==> src/rtl/counter_pkg.sv <==
// Shared types for the counter sequencer: command modes, FSM states and the default width.
package counter_pkg;

    localparam int W_DEF = 4;

    typedef enum logic [1:0] {
        MODE_UP     = 2'b00,
        MODE_DOWN   = 2'b01,
        MODE_BOUNCE = 2'b10,
        MODE_REPEAT = 2'b11
    } mode_t;

    typedef enum logic [1:0] {
        IDLE = 2'b00,
        LOAD = 2'b01,
        RUN  = 2'b10
    } state_t;

endpackage

==> src/rtl/counter_seq_ctrl.sv <==
// Command-driven sequencer for a loadable up/down counter: one-shot, bounce and repeat sweeps.
// state | meaning
// IDLE  | waiting for a command, cmd_ready high
// LOAD  | one cycle: load latched start into the counter
// RUN   | counting toward target; halts on target, then turns, reloads or finishes
module counter_seq_ctrl
    import counter_pkg::*;
#(
    parameter int W      = W_DEF,
    parameter int REPS_W = 4
) (
    input  logic              clock,
    input  logic              reset,
    input  logic              cmd_valid,
    output logic              cmd_ready,
    input  logic [1:0]        cmd_mode,
    input  logic [W-1:0]      cmd_start,
    input  logic [W-1:0]      cmd_stop,
    input  logic [REPS_W-1:0] cmd_reps,
    input  logic              abort,
    output logic [W-1:0]      data,
    output logic              load,
    output logic              enable,
    output logic              up_down,
    input  logic [W-1:0]      result,
    input  logic              terminal_count,
    output logic              busy,
    output logic              done,
    output logic              aborted,
    output logic              wrap_err,
    output logic [REPS_W-1:0] pass_cnt
);

    state_t              state;
    mode_t               mode_q;
    logic [W-1:0]        stop_q;
    logic [W-1:0]        target_q;
    logic [REPS_W-1:0]   reps_q;

    logic                hit;
    logic [REPS_W:0]     pass_inc;
    logic                last_pass;
    logic [REPS_W-1:0]   pass_sat;

    always_comb begin
        hit       = (result == target_q);
        pass_inc  = (REPS_W+1)'(pass_cnt) + (REPS_W+1)'(1);
        last_pass = (pass_inc == (REPS_W+1)'(reps_q));
        pass_sat  = (pass_cnt == '1) ? pass_cnt : pass_inc[REPS_W-1:0];
    end

    assign cmd_ready = (state == IDLE);
    assign busy      = (state != IDLE);
    // The counter stops by itself on target because enable drops in the same cycle.
    assign enable    = (state == LOAD) || ((state == RUN) && !hit);

    always_ff @(posedge clock) begin
        if (!reset) begin
            state    <= IDLE;
            mode_q   <= MODE_UP;
            stop_q   <= '0;
            target_q <= '0;
            reps_q   <= '0;
            data     <= '0;
            load     <= 1'b0;
            up_down  <= 1'b0;
            done     <= 1'b0;
            aborted  <= 1'b0;
            wrap_err <= 1'b0;
            pass_cnt <= '0;
        end else begin
            done    <= 1'b0;
            aborted <= 1'b0;
            load    <= 1'b0;
            case (state)
                IDLE: begin
                    if (cmd_valid) begin
                        mode_q   <= mode_t'(cmd_mode);
                        data     <= cmd_start;
                        stop_q   <= cmd_stop;
                        target_q <= cmd_stop;
                        reps_q   <= (cmd_reps == '0) ? REPS_W'(1) : cmd_reps;
                        up_down  <= (mode_t'(cmd_mode) != MODE_DOWN);
                        pass_cnt <= '0;
                        wrap_err <= 1'b0;
                        load     <= 1'b1;
                        state    <= LOAD;
                    end
                end
                LOAD: begin
                    if (abort) begin
                        aborted <= 1'b1;
                        state   <= IDLE;
                    end else begin
                        state <= RUN;
                    end
                end
                RUN: begin
                    if (abort) begin
                        aborted <= 1'b1;
                        state   <= IDLE;
                    end else begin
                        if (up_down && terminal_count && !hit)
                            wrap_err <= 1'b1;
                        if (hit) begin
                            case (mode_q)
                                MODE_UP, MODE_DOWN: begin
                                    pass_cnt <= pass_sat;
                                    done     <= 1'b1;
                                    state    <= IDLE;
                                end
                                MODE_BOUNCE: begin
                                    if (up_down) begin
                                        up_down  <= 1'b0;
                                        target_q <= data;
                                    end else begin
                                        pass_cnt <= pass_sat;
                                        if (last_pass) begin
                                            done  <= 1'b1;
                                            state <= IDLE;
                                        end else begin
                                            up_down  <= 1'b1;
                                            target_q <= stop_q;
                                        end
                                    end
                                end
                                MODE_REPEAT: begin
                                    pass_cnt <= pass_sat;
                                    if (last_pass) begin
                                        done  <= 1'b1;
                                        state <= IDLE;
                                    end else begin
                                        load  <= 1'b1;
                                        state <= LOAD;
                                    end
                                end
                            endcase
                        end
                    end
                end
                default: state <= IDLE;
            endcase
        end
    end

endmodule
==> config.mk <==
export PLATFORM = sky130hd
export DESIGN_NAME = counter_seq_ctrl
export DESIGN_NICKNAME = d
export VERILOG_FILES = /design/src/rtl/counter_pkg.sv /design/src/rtl/counter_seq_ctrl.sv
export SDC_FILE = /design/constraint.sdc
export NUM_CORES = 1
export LEC_CHECK = 0
export CORE_MARGIN = 3
export CORE_UTILIZATION = 45
export CTS_CLUSTER_SIZE = 10
export DETAILED_ROUTE_END_ITERATION = 8
export GPL_ROUTABILITY_DRIVEN = 0
export HOLD_SLACK_MARGIN = 0.12
export PLACE_DENSITY = 0.74
export REMOVE_ABC_BUFFERS = 1
export SYNTH_ARGS = -nofsm -noshare
export SYNTH_HDL_FRONTEND = slang
export SYNTH_SLANG_ARGS = --single-unit
export TNS_END_PERCENT = 20
==> constraint.sdc <==
create_clock -name clock -period 5.6 [get_ports clock]
set_clock_uncertainty 0.2 [all_clocks]
set_input_delay 1.12 -clock clock [delete_from_list [all_inputs] [get_ports clock]]
set_output_delay 1.12 -clock clock [all_outputs]
set_load 0.1 [all_outputs]
# --- Word level (Yosys, flattened, before mapping) ---
# Index checks and enable logic that the tools add are counted.
totals:
  ff_bits: 29
  latch_bits: 0
  ram_bits: 0
  mem_bits_ro: 0
  input_bits: 23
  out_inout_bits: 16
  word_cells: 100
  n_memories: 0
classes:
  addsub: 1
  multipliers: 0
  n_div: 0
  magnitude_cmp: 0
  eq_ne: 19
  shift: 0
  n_mux: 44
  bitwise_logic: 3
  reduce_logical: 21
ops:
  columns: ["cell", "n"]
  rows:
  - ["$mux 4", 12]
  - ["$pmux 4 s2", 3]
  - ["$mux 1", 17]
  - ["$mux 2", 6]
  - ["$pmux 2 s3", 2]
  - ["$reduce_and 5->1", 2]
  - ["$ne 3x3->1 const B", 3]
  - ["$ne 4x4->1 const B", 2]
  - ["$reduce_and 4->1", 2]
  - ["$eq 2x2->1 const B", 3]
  - ["$ne 2x1->1 const B", 3]
  - ["$ne 2x2->1 const B", 3]
  - ["$pmux 1 s2", 3]
  - ["$reduce_and 6->1", 1]
  - ["$add 4x1->5 const B", 1]
  - ["$eq 5x4->1", 1]
  - ["$eq 2x1->1 const B", 2]
  - ["$eq 4x4->1", 1]
  - ["$eq 4x4->1 const B", 1]
  - ["$logic_not 2->1", 2]
  - ["$logic_not 4->1", 1]
  - ["$reduce_and 2->1", 2]
  - ["$reduce_bool 2->1", 2]
  - ["$reduce_or 2->1", 2]
  - ["other kinds (7)", 11]

# --- Depth between registers and ports, before layout ---
# Gate-level depths: netlist of the first run.
logic_depth:
  word_depth: 8
  ltp_mapped: 8
  mapped_depth_nobuf: 7

# --- Least setup slack after synthesis of the first run ---
# Ideal clock, no wire load.
synth_timing:
  path_kind: "register to register"
  start: "register state[0]"
  end: "register pass_cnt[2]"
  setup_time_ps: 84
  arrival_time_ps: 3066
  t_required_ps: 5316
  slack_ps: 2251
  stages_incl_launch_ff: 8
  n_path_buf: 0
  period_less_slack_ps: 3349
  cell_sequence: "dfxtp_1 inv_1 ha_1 inv_1 nor2_1 o21ai_0 or4_1 o221ai_1"
synth_between:
  elab_chain_len: 3
  word_cells_on_any_way: 9
  classes_between: "eq/ne (5); mux (1); reduce/logical (3)"
synth_lines:
  columns: ["item", "line_no", "rtl"]
  rows:
  - ["start: declaration", "counter_seq_ctrl.sv:34", "state_t state;"]
  - ["start signal: assignment", "counter_seq_ctrl.sv:59", "state <= IDLE;"]
  - ["start signal: assignment", "counter_seq_ctrl.sv:87", "state <= LOAD;"]
  - ["start signal: assignment", "counter_seq_ctrl.sv:93", "state <= IDLE;"]
  - ["$logic_not 2->1 (*)", null, null]
  - ["via cmd_ready", "counter_seq_ctrl.sv:15", "output logic cmd_ready,"]
  - ["$ne 2x2->1 (no source line) / $reduce_bool 2->1 (equally long branches)", null, null]
  - ["$reduce_and 5->1 (no source line)", null, null]
  - ["end signal: assignment", "counter_seq_ctrl.sv:108", "pass_cnt <= pass_sat;"]
  - ["end signal: assignment", "counter_seq_ctrl.sv:117", "pass_cnt <= pass_sat;"]
  - ["end signal: assignment", "counter_seq_ctrl.sv:128", "pass_cnt <= pass_sat;"]
  - ["end: declaration", "counter_seq_ctrl.sv:31", "output logic [REPS_W-1:0] pass_cnt"]
# The timed path passes the listed nets; every way through them passes the cells marked *.
# A chain may end at the register's enable or synchronous reset.

# --- Worst setup path in the final report of the first run ---
layout_timing:
  start: "input result[1]"
  end: "output enable"
layout_between:
  elab_chain_len: 4
layout_lines:
  columns: ["item", "line_no", "rtl"]
  rows:
  - ["start: declaration", "counter_seq_ctrl.sv:25", "input logic [W-1:0] result,"]
  - ["$eq 4x4->1", "counter_seq_ctrl.sv:46", "hit = (result == target_q);"]
  - ["$logic_not 1->1", "counter_seq_ctrl.sv:55", "assign enable = (state == LOAD) || ((state == RUN) && !hit);"]
  - ["$logic_and 1x1->1", "counter_seq_ctrl.sv:55", null]
  - ["$logic_or 1x1->1", "counter_seq_ctrl.sv:55", null]
  - ["end: declaration", "counter_seq_ctrl.sv:23", "output logic enable,"]
# Every way passes these cells.

==> results of run 1 <==
==> power by group through the flow <==
stage / clock (mW) / sequential (mW) / combinational, mW
floorplan: 0 / 0.363 / 0.285
global route: 0.159 / 0.292 / 0.505
detailed placement: 0 / 0.289 / 0.470
global placement: 0 / 0.289 / 0.468
finish: 0.148 / 0.285 / 0.473
CTS: 0.149 / 0.285 / 0.473
==> registers in the layout (all words and copies together) (netlist names), 2 cells and up <==
signal,flops
stop_q,4
state,2
pass_cnt,4
target_q,4
data,4
mode_q,2
reps_q,4
==> worst register-to-register path: stages, from the launching register on <==
cell and delay [ps]:
dfxtp_1 350, inv_1 120, ha_1 650, and2b_2 320
o21ai_0 230, or4_1 520, a21oi_1 140
==> layout by cell type (no fill, tap or decap), types with 2 or more instances in the layout <==
| cell | instances |
|---|---|
| xnor2_1 | 7 |
| clkdlybuf4s50_1 | 37 |
| a31oi_1 | 2 |
| a21oi_1 | 18 |
| nand4_1 | 4 |
| nand2_1 | 42 |
| buf_4 | 2 |
| o21ai_0 | 8 |
| clkbuf_4 | 5 |
| ha_1 | 5 |
| nand2b_1 | 3 |
| or4_1 | 2 |
| inv_1 | 7 |
| and3_1 | 3 |
| nand3b_1 | 2 |
| nor3_1 | 5 |
| o21a_1 | 3 |
| nor2b_1 | 3 |
| mux2i_1 | 9 |
| nor2_1 | 6 |
| nand3_1 | 2 |
| dfxtp_1 | 29 |
| o211ai_1 | 5 |
| clkbuf_8 | 2 |
==> routing by layer <==
layer / part of all wire, % / wire (um)
met1: 48 / 1750
met2: 46 / 1670
met3: 5.2 / 191
met4: 1.2 / 44
met5: 0 / 0
==> worst max path at each step <==
stage                     cells past startpoint  slack (ps)          end       from
final                                         5        1580       enable  result[1]
after global routing                          5        1500       enable  result[1]
after CTS                                     5        1600       enable  result[1]
after detailed placement                      5        1610       enable  result[1]
after global placement                        5        1600       enable  result[2]
after floorplan                               7        2250  pass_cnt[0]   state[0]
==> stage by stage <==
stage	setup WS (ps)	hold WS [ps]	power, mW
finish	1580	262	0.905
global route	1500	291	0.956
detailed placement	1610	249	0.759
global placement	1600	242	0.757
CTS	1600	262	0.906
floorplan	2250	236	0.647
==> logic make-up after synthesis <==
group | count (synthesis)
AO/OA/AOI/OAI | 51
XOR/XNOR | 8
adder cells (fa/ha/maj) | 5
buffers and inverters | 19
flip-flops | 29
multiplexers | 10
AND/OR/NAND/NOR | 75
==> area by class of cell <==
cell class	count	area share, %
repair buffers	39	18.9
flip-flops and latches	29	28.4
well taps	46	2.82
multi-input cells	149	45.1
clock inverters	1	0.245
clock buffers	7	3.19
inverters	7	1.29
==> cell usage after synthesis (all sizes together) <==
cell,instances
mux2i,9
and2,1
and2b,1
a211o,1
a2111oi,1
inv,7
o21ba,1
dfxtp,29
or4,2
a21o,1
nand2,42
a2bb2oi,1
a21oi,18
nand3b,2
o21a,3
nor2,6
nand2b,3
or2b,1
o2111ai,1
a221oi,1
o211ai,5
o211a,1
o31a,1
xor2,1
buf,4
o21ai,8
ha,5
o22ai,1
a32oi,1
and3,3
nor2b,3
xnor2,7
nand4,4
clkbuf,8
a22oi,1
nand3,2
o221ai,1
a31o,1
mux2,1
a31oi,2
nor3,5
a32o,1
==> key figures, run 1 <==
Logic synthesis
  – Post-Syn Area: 0.00160 sq mm
  – Total number of yosys warnings: 0
  – Yosys cell types: 45
  – Simple-gate area share of the yosys netlist: roughly 22%
  – Adder-cell area share of the yosys netlist: 3.90%
  – Synth Register Bits: 29
  – Synth area leaders: dfxtp_1 (36%), nand2_1 (9.8%), a21oi_1 (5.6%)
  – Synth Instances: 197
  – Post-synth top area cell: dfxtp_1
  – Sequential fraction of the synthesis area: 36.2%
  – Syn Area/Cell: 8.14 sq um
  – Post-Synth XOR/XNOR Area: 4.37%
  – Synth Area in Compound Gates: roughly a fifth
  – Largest family of logic cells by synthesized area: simple AND/OR/NAND/NOR gates
  – Multiplexer share of the synthesized area: 6.32%
  – Synth top area share: a little over a third

Timing
  – Fin. max-slew vios: 0
  – RSZ-0062 raised after global routing: no
  – Setup-failing EPs final: 0
  – Max frequency: 249 MHz
  – Min Tclk post-route: a little over 4000 ps
  – Slew of the pin with the lowest slew margin: slightly below 1000 ps
  – Tcrit/Tclk final: 71.8%
  – Relative slew margins: about a third
  – Final hold vios: 0
  – Setup tns final: 0 ps

Power and ir drop
  – Int Power: 0.467 mW
  – P_leak: about 0.76 nW
  – Switch Pwr: 0.439 mW
  – Sw frac: 48.5%
  – Power Density: 444 mW/mm^2
  – Comb power frac: 52.2%
  – Max IR drop VDD: 173 uV
  – Clock share of power: 16.3%
  – Sequential share of power: between 30% and 40%

Setup path
  – CP max FO: 11
  – Critical path's largest stage delay: 470 ps
  – CP delay by family, top: buffers and inverters
  – Crit path DAT: 2700 ps
  – Worst path required time: between 4000 and 5000 ps
  – Worst r2r path cells: 6
  – Buf+Inv Stages, Crit Path: 2
  – FF-to-FF setup slack: 3000 ps
  – RR Endpoint: pass_cnt[0]
  – Critical path class: in2out
  – Startpoint types: input pin
  – Worst r2r src: state[0]
  – Crit path cell chain: clkdlybuf4s50_1, xnor2_1, nand4_1, a21o_2, buf_4
  – Critical path capture point type: output pin
  – Worst path slowest cell: clkdlybuf4s50_1

Die
  – Initial Util: 47.3%
  – Rows: 21
  – Core area: 0.00339 sq mm
  – Overall die width: 65.7 um
  – Die height: 65.7 um
  – IO Count: 39
  – Die ar.: 0.00431 sq mm

Clock network
  – Clock-pin slew on the worst setup and hold paths: 90 ps
  – CTS tree: built
  – Worst-Skew Late Latency: 330 ps
  – Root Driver: clkbuf_4
  – Max Root-Sink Buffers: 2
  – Post-CTS resize count: 0
  – Cts hold-fix bufs: 0
  – Sink Count: 29
  – Postcts setup bufs: 0
  – TritonCTS buffer count: 5
  – CTS H-tree depth: 2

Placed design
  – Port Buffers: 38
  – Placed cell area: between 0.0015 and 0.002 sq mm
  – Placed Cells incl. Taps: 270
  – Hpwl dp: ~2600 um

Global route
  – Met3 usage: 7.18%
  – Grt ovf: 0
  – Met1 Use GR: 23.1%
  – All-Layer GR Usage: 18.6%
  – First-pass GRT wire length: 6110 um
  – Largest net degree at the start of global routing: 23
  – M2 GR Usage: 29.7%
  – Initial antenna violation count: 0
  – Number of global-route vias before repair: 1,387
  – GR peak layer: met2

Detailed routing
  – Via density: 5.33
  – Total iterations of the first detailed-routing run: 4
  – Post-DR wirelength/cell: 13.1 um
  – Detailed-route DRC error count: 0
  – Total number of vias: 1,481
  – Initial DRC count: 65
  – Antenna Nets Post-Route: 0
  – Final wirelength: 3650 um

Cells and area
  – Layout area overhead: 27.3%
  – Cell area after layout: 0.00204 sq mm
  – Fillers: 287
  – Register area: 581 sq um
  – Final Core Density: 60.2%
  – ANT cells: 0
  – Multi-input gate area: 921 sq um
  – NumNets Final: 259
  – Proportion of layout cells with a drive suffix above 1: 7.76%
  – Non-Filler Instances: approximately 280

Hold path
  – Hold Path Stages: 2
  – Hold EP: stop_q[1]
  – Hold Crit Start: stop_q[1]
  – HP Class: reg2reg

Outcome
  – Outcome: complete, no violations

Flow run
  – Max Cap Viol: 0
(Power assumes the default switching activity.)
==> inputs of run 2 (changes only) <==
--- a/config.mk
+++ b/config.mk
@@ -6,12 +6,12 @@
 export NUM_CORES = 1
 export LEC_CHECK = 0
 export CORE_MARGIN = 3
-export CORE_UTILIZATION = 45
+export CORE_UTILIZATION = 44
 export CTS_CLUSTER_SIZE = 10
 export DETAILED_ROUTE_END_ITERATION = 8
 export GPL_ROUTABILITY_DRIVEN = 0
 export HOLD_SLACK_MARGIN = 0.12
-export PLACE_DENSITY = 0.74
+export PLACE_DENSITY = 0.75
 export REMOVE_ABC_BUFFERS = 1
 export SYNTH_ARGS = -nofsm -noshare
 export SYNTH_HDL_FRONTEND = slang
==> constraint.sdc (replaced) <==
create_clock -name clock -period 3.36 [get_ports clock]
set_clock_uncertainty 0.2 [all_clocks]
set_input_delay 0.672 -clock clock [delete_from_list [all_inputs] [get_ports clock]]
set_output_delay 0.672 -clock clock [all_outputs]
set_load 0.1 [all_outputs]
==> run 2 against run 1 <==
Clock power rose by 40%. Critical path depth did not move. Clock-buffer cell count fell by 1. Worst setup slack got worse by 990 ps. Total power rose by 64%. Largest cell class unchanged. Die area rose by 2.1%. Flip-flop and latch count did not move. Highest routed layer unchanged. Sequential share of layout area rose by 0.41 points. Non-clock buffer count rose by 2. First-iteration DRC count fell by 17%.
==> key figures, run 2 (synthesis results as in run 1) <==
Outcome
  – Outcome: complete, no violations

Global route
  – First-pass GRT wire length: 6110 um (unchanged)
  – Number of global-route vias before repair: 1,344 (-3.1%)
  – All-Layer GR Usage: 18.2% (-0.36 points)
  – Largest net degree at the start of global routing: 23 (unchanged)
  – Grt ovf: 0 (unchanged)
  – Initial antenna violation count: 0 (unchanged)

Timing
  – Setup-failing EPs final: 0 (unchanged)
  – Setup tns final: 0 ps (unchanged)
  – Final hold vios: 0 (unchanged)
  – Tcrit/Tclk final: 82.6%
  – Final hold slack: 258 ps (-4.71 ps)
  – Slew of the pin with the lowest slew margin: 724 ps (-243 ps)
  – Fin. max-slew vios: 0 (unchanged)
  – Max frequency: around 360 MHz
  – Min Tclk post-route: roughly 2800 ps
  – Crit path setup slack, layout: 586 ps (-992 ps)
  – Relative slew margins: 51.7% (+16 points)
  – RSZ-0062 raised after global routing: no

Detailed routing
  – Antenna Nets Post-Route: 0 (unchanged)
  – Post-DR wirelength/cell: 13.3 um (+1.5%)
  – Initial DRC count: 54 (-17%)
  – Total iterations of the first detailed-routing run: 5 (+1)
  – Detailed-route DRC error count: 0 (unchanged)
  – Final wirelength: 3730 um (+2.2%)
  – Via density: 5.36 (+0.63%)
  – Total number of vias: 1,501 (+1.4%)

Clock network
  – CTS tree: built
  – Postcts setup bufs: 0 (unchanged)
  – TritonCTS buffer count: 5 (unchanged)
  – CTS H-tree depth: 2 (unchanged)
  – Sink Count: 29 (unchanged)
  – Post-CTS resize count: 0 (unchanged)
  – Root Driver: clkbuf_4
  – Max Root-Sink Buffers: 2 (unchanged)
  – Cts hold-fix bufs: 0 (unchanged)
  – Clock-pin slew on the worst setup and hold paths: 90 ps (about the same)
  – Worst-Skew Late Latency: 330 ps (about the same)

Die
  – Rows: 21 (unchanged)
  – IO Count: 39 (unchanged)
  – Core area: 0.00342 sq mm (+0.78%)
  – Die height: 66.4 um (+1.0%)
  – Overall die width: 66.4 um (+1.0%)
  – Die ar.: 0.00440 sq mm (+2.1%)
  – Initial Util: 46.9% (-0.36 points)

Setup path
  – Critical path's largest stage delay: 470 ps (about the same)
  – Worst path required time: 2490 ps (-1790 ps)
  – Critical path class: in2out
  – Buf+Inv Stages, Crit Path: 2 (unchanged)
  – Startpoint types: input pin
  – Critical path capture point type: output pin
  – Worst path slowest cell: clkdlybuf4s50_1
  – Crit path cell chain: clkdlybuf4s50_1, xnor2_1, nand4_1, a21o_2, buf_12
  – CP max FO: 2 (-9)
  – CP delay by family, top: buffers and inverters
  – Crit path DAT: 1900 ps (-800 ps)

Cells and area
  – Fillers: 346 (+21%)
  – Layout area overhead: 25.5%
  – Cell area after layout: 0.00201 sq mm (-1.4%)
  – Most frequent cells in the layout: nand2_1 (42), dfxtp_1 (29), clkdlybuf4s50_1 (22), a21oi_1 (18), buf_4 (18)
  – ANT cells: 0 (unchanged)
  – Commonest non-fill, non-tap cell in the layout: nand2_1
  – Proportion of layout cells with a drive suffix above 1: 14.5% (+6.8 points)
  – NumNets Final: 261 (+0.77%)

Power and ir drop
  – Sequential share of power: 32.2% (+0.7 points)
  – Clock share of power: 13.9% (-2.4 points)
  – Comb power frac: 53.9% (+1.7 points)
  – P_leak: 0.788 nW (+4.0%)
  – Switch Pwr: 0.740 mW (+69%)
  – Power Density: 739 mW/mm^2 (+67%)
  – Total power: 1.49 mW (+64%)
  – Sw frac: 49.8% (+1.4 points)
  – Max IR drop VDD: 386 uV (+120%)
  – Int Power: 0.746 mW (+60%)

Placed design
  – Placed cell area: 0.00196 sq mm (-0.51%)
  – Post-Place Setup Slack: 593 ps (-1020 ps)
  – Port Buffers: 38 (unchanged)
  – Hpwl dp: 2610 um (+1.2%)

Hold path
  – HP Class: reg2reg

Flow run
  – Max Cap Viol: 0 (unchanged)
run 2: cell types whose count changed in the layout (fill, tap and decap cells not counted), sizes merged:
cell,delta
buf,+17
clkbuf,-1
clkdlybuf4s50,-15
clkinv,+1
run 2: metrics by stage:
stage	utilization [%]	instances
CTS	58.9	280
floorplan	-	185
global route	58.9	280
detailed placement	57.4	272
global placement	57.4	272
finish	58.9	280
run 2: metal layers:
metal | GRT usage (%) | share of wire [%] | vias to the layer above
li1 | - | - | 763
met1 | 23.2 | 49 | 683
met2 | 28.6 | 43 | 47
met3 | 4.76 | 6.3 | 8
met4 | 8.12 | 1.7 | 0
met5 | 0 | 0 | -
run 2: cell type report:
class | instances | area [sq um] | area share [%]
inverters | 7 | 26.3 | 1.31
repair buffers | 41 | 375 | 18.7
clock inverters | 2 | 10.0 | 0.498
clock buffers | 6 | 41.3 | 2.05
well taps | 46 | 57.6 | 2.86
multi-input cells | 149 | 921 | 45.8
flip-flops and latches | 29 | 581 | 28.9
run 2: worst reg2reg max path: cells and delay by family, from the launching register on:
kind / cells / cell delay [ps]
AND/OR/NAND/NOR: 2 / 840
adder cells (fa/ha/maj): 1 / 640
AO/OA/AOI/OAI: 2 / 380
flip-flops: 1 / 350
buffers and inverters: 1 / 110
run 2: final timing paths:
check	from	slack, ps	to	cells after the start
max reg2reg	state[0]	780	pass_cnt[0]	6
max	result[2]	590	enable	5
min	stop_q[2]	260	stop_q[2]	2
min reg2reg	stop_q[2]	260	stop_q[2]	2
run 2: power groups by stage:
stage | combinational (mW) | sequential (mW) | clock [mW]
finish | 0.801 | 0.479 | 0.207
global route | 0.856 | 0.485 | 0.222
CTS | 0.803 | 0.477 | 0.211
detailed placement | 0.800 | 0.482 | 0
global placement | 0.793 | 0.483 | 0
floorplan | 0.474 | 0.605 | 0
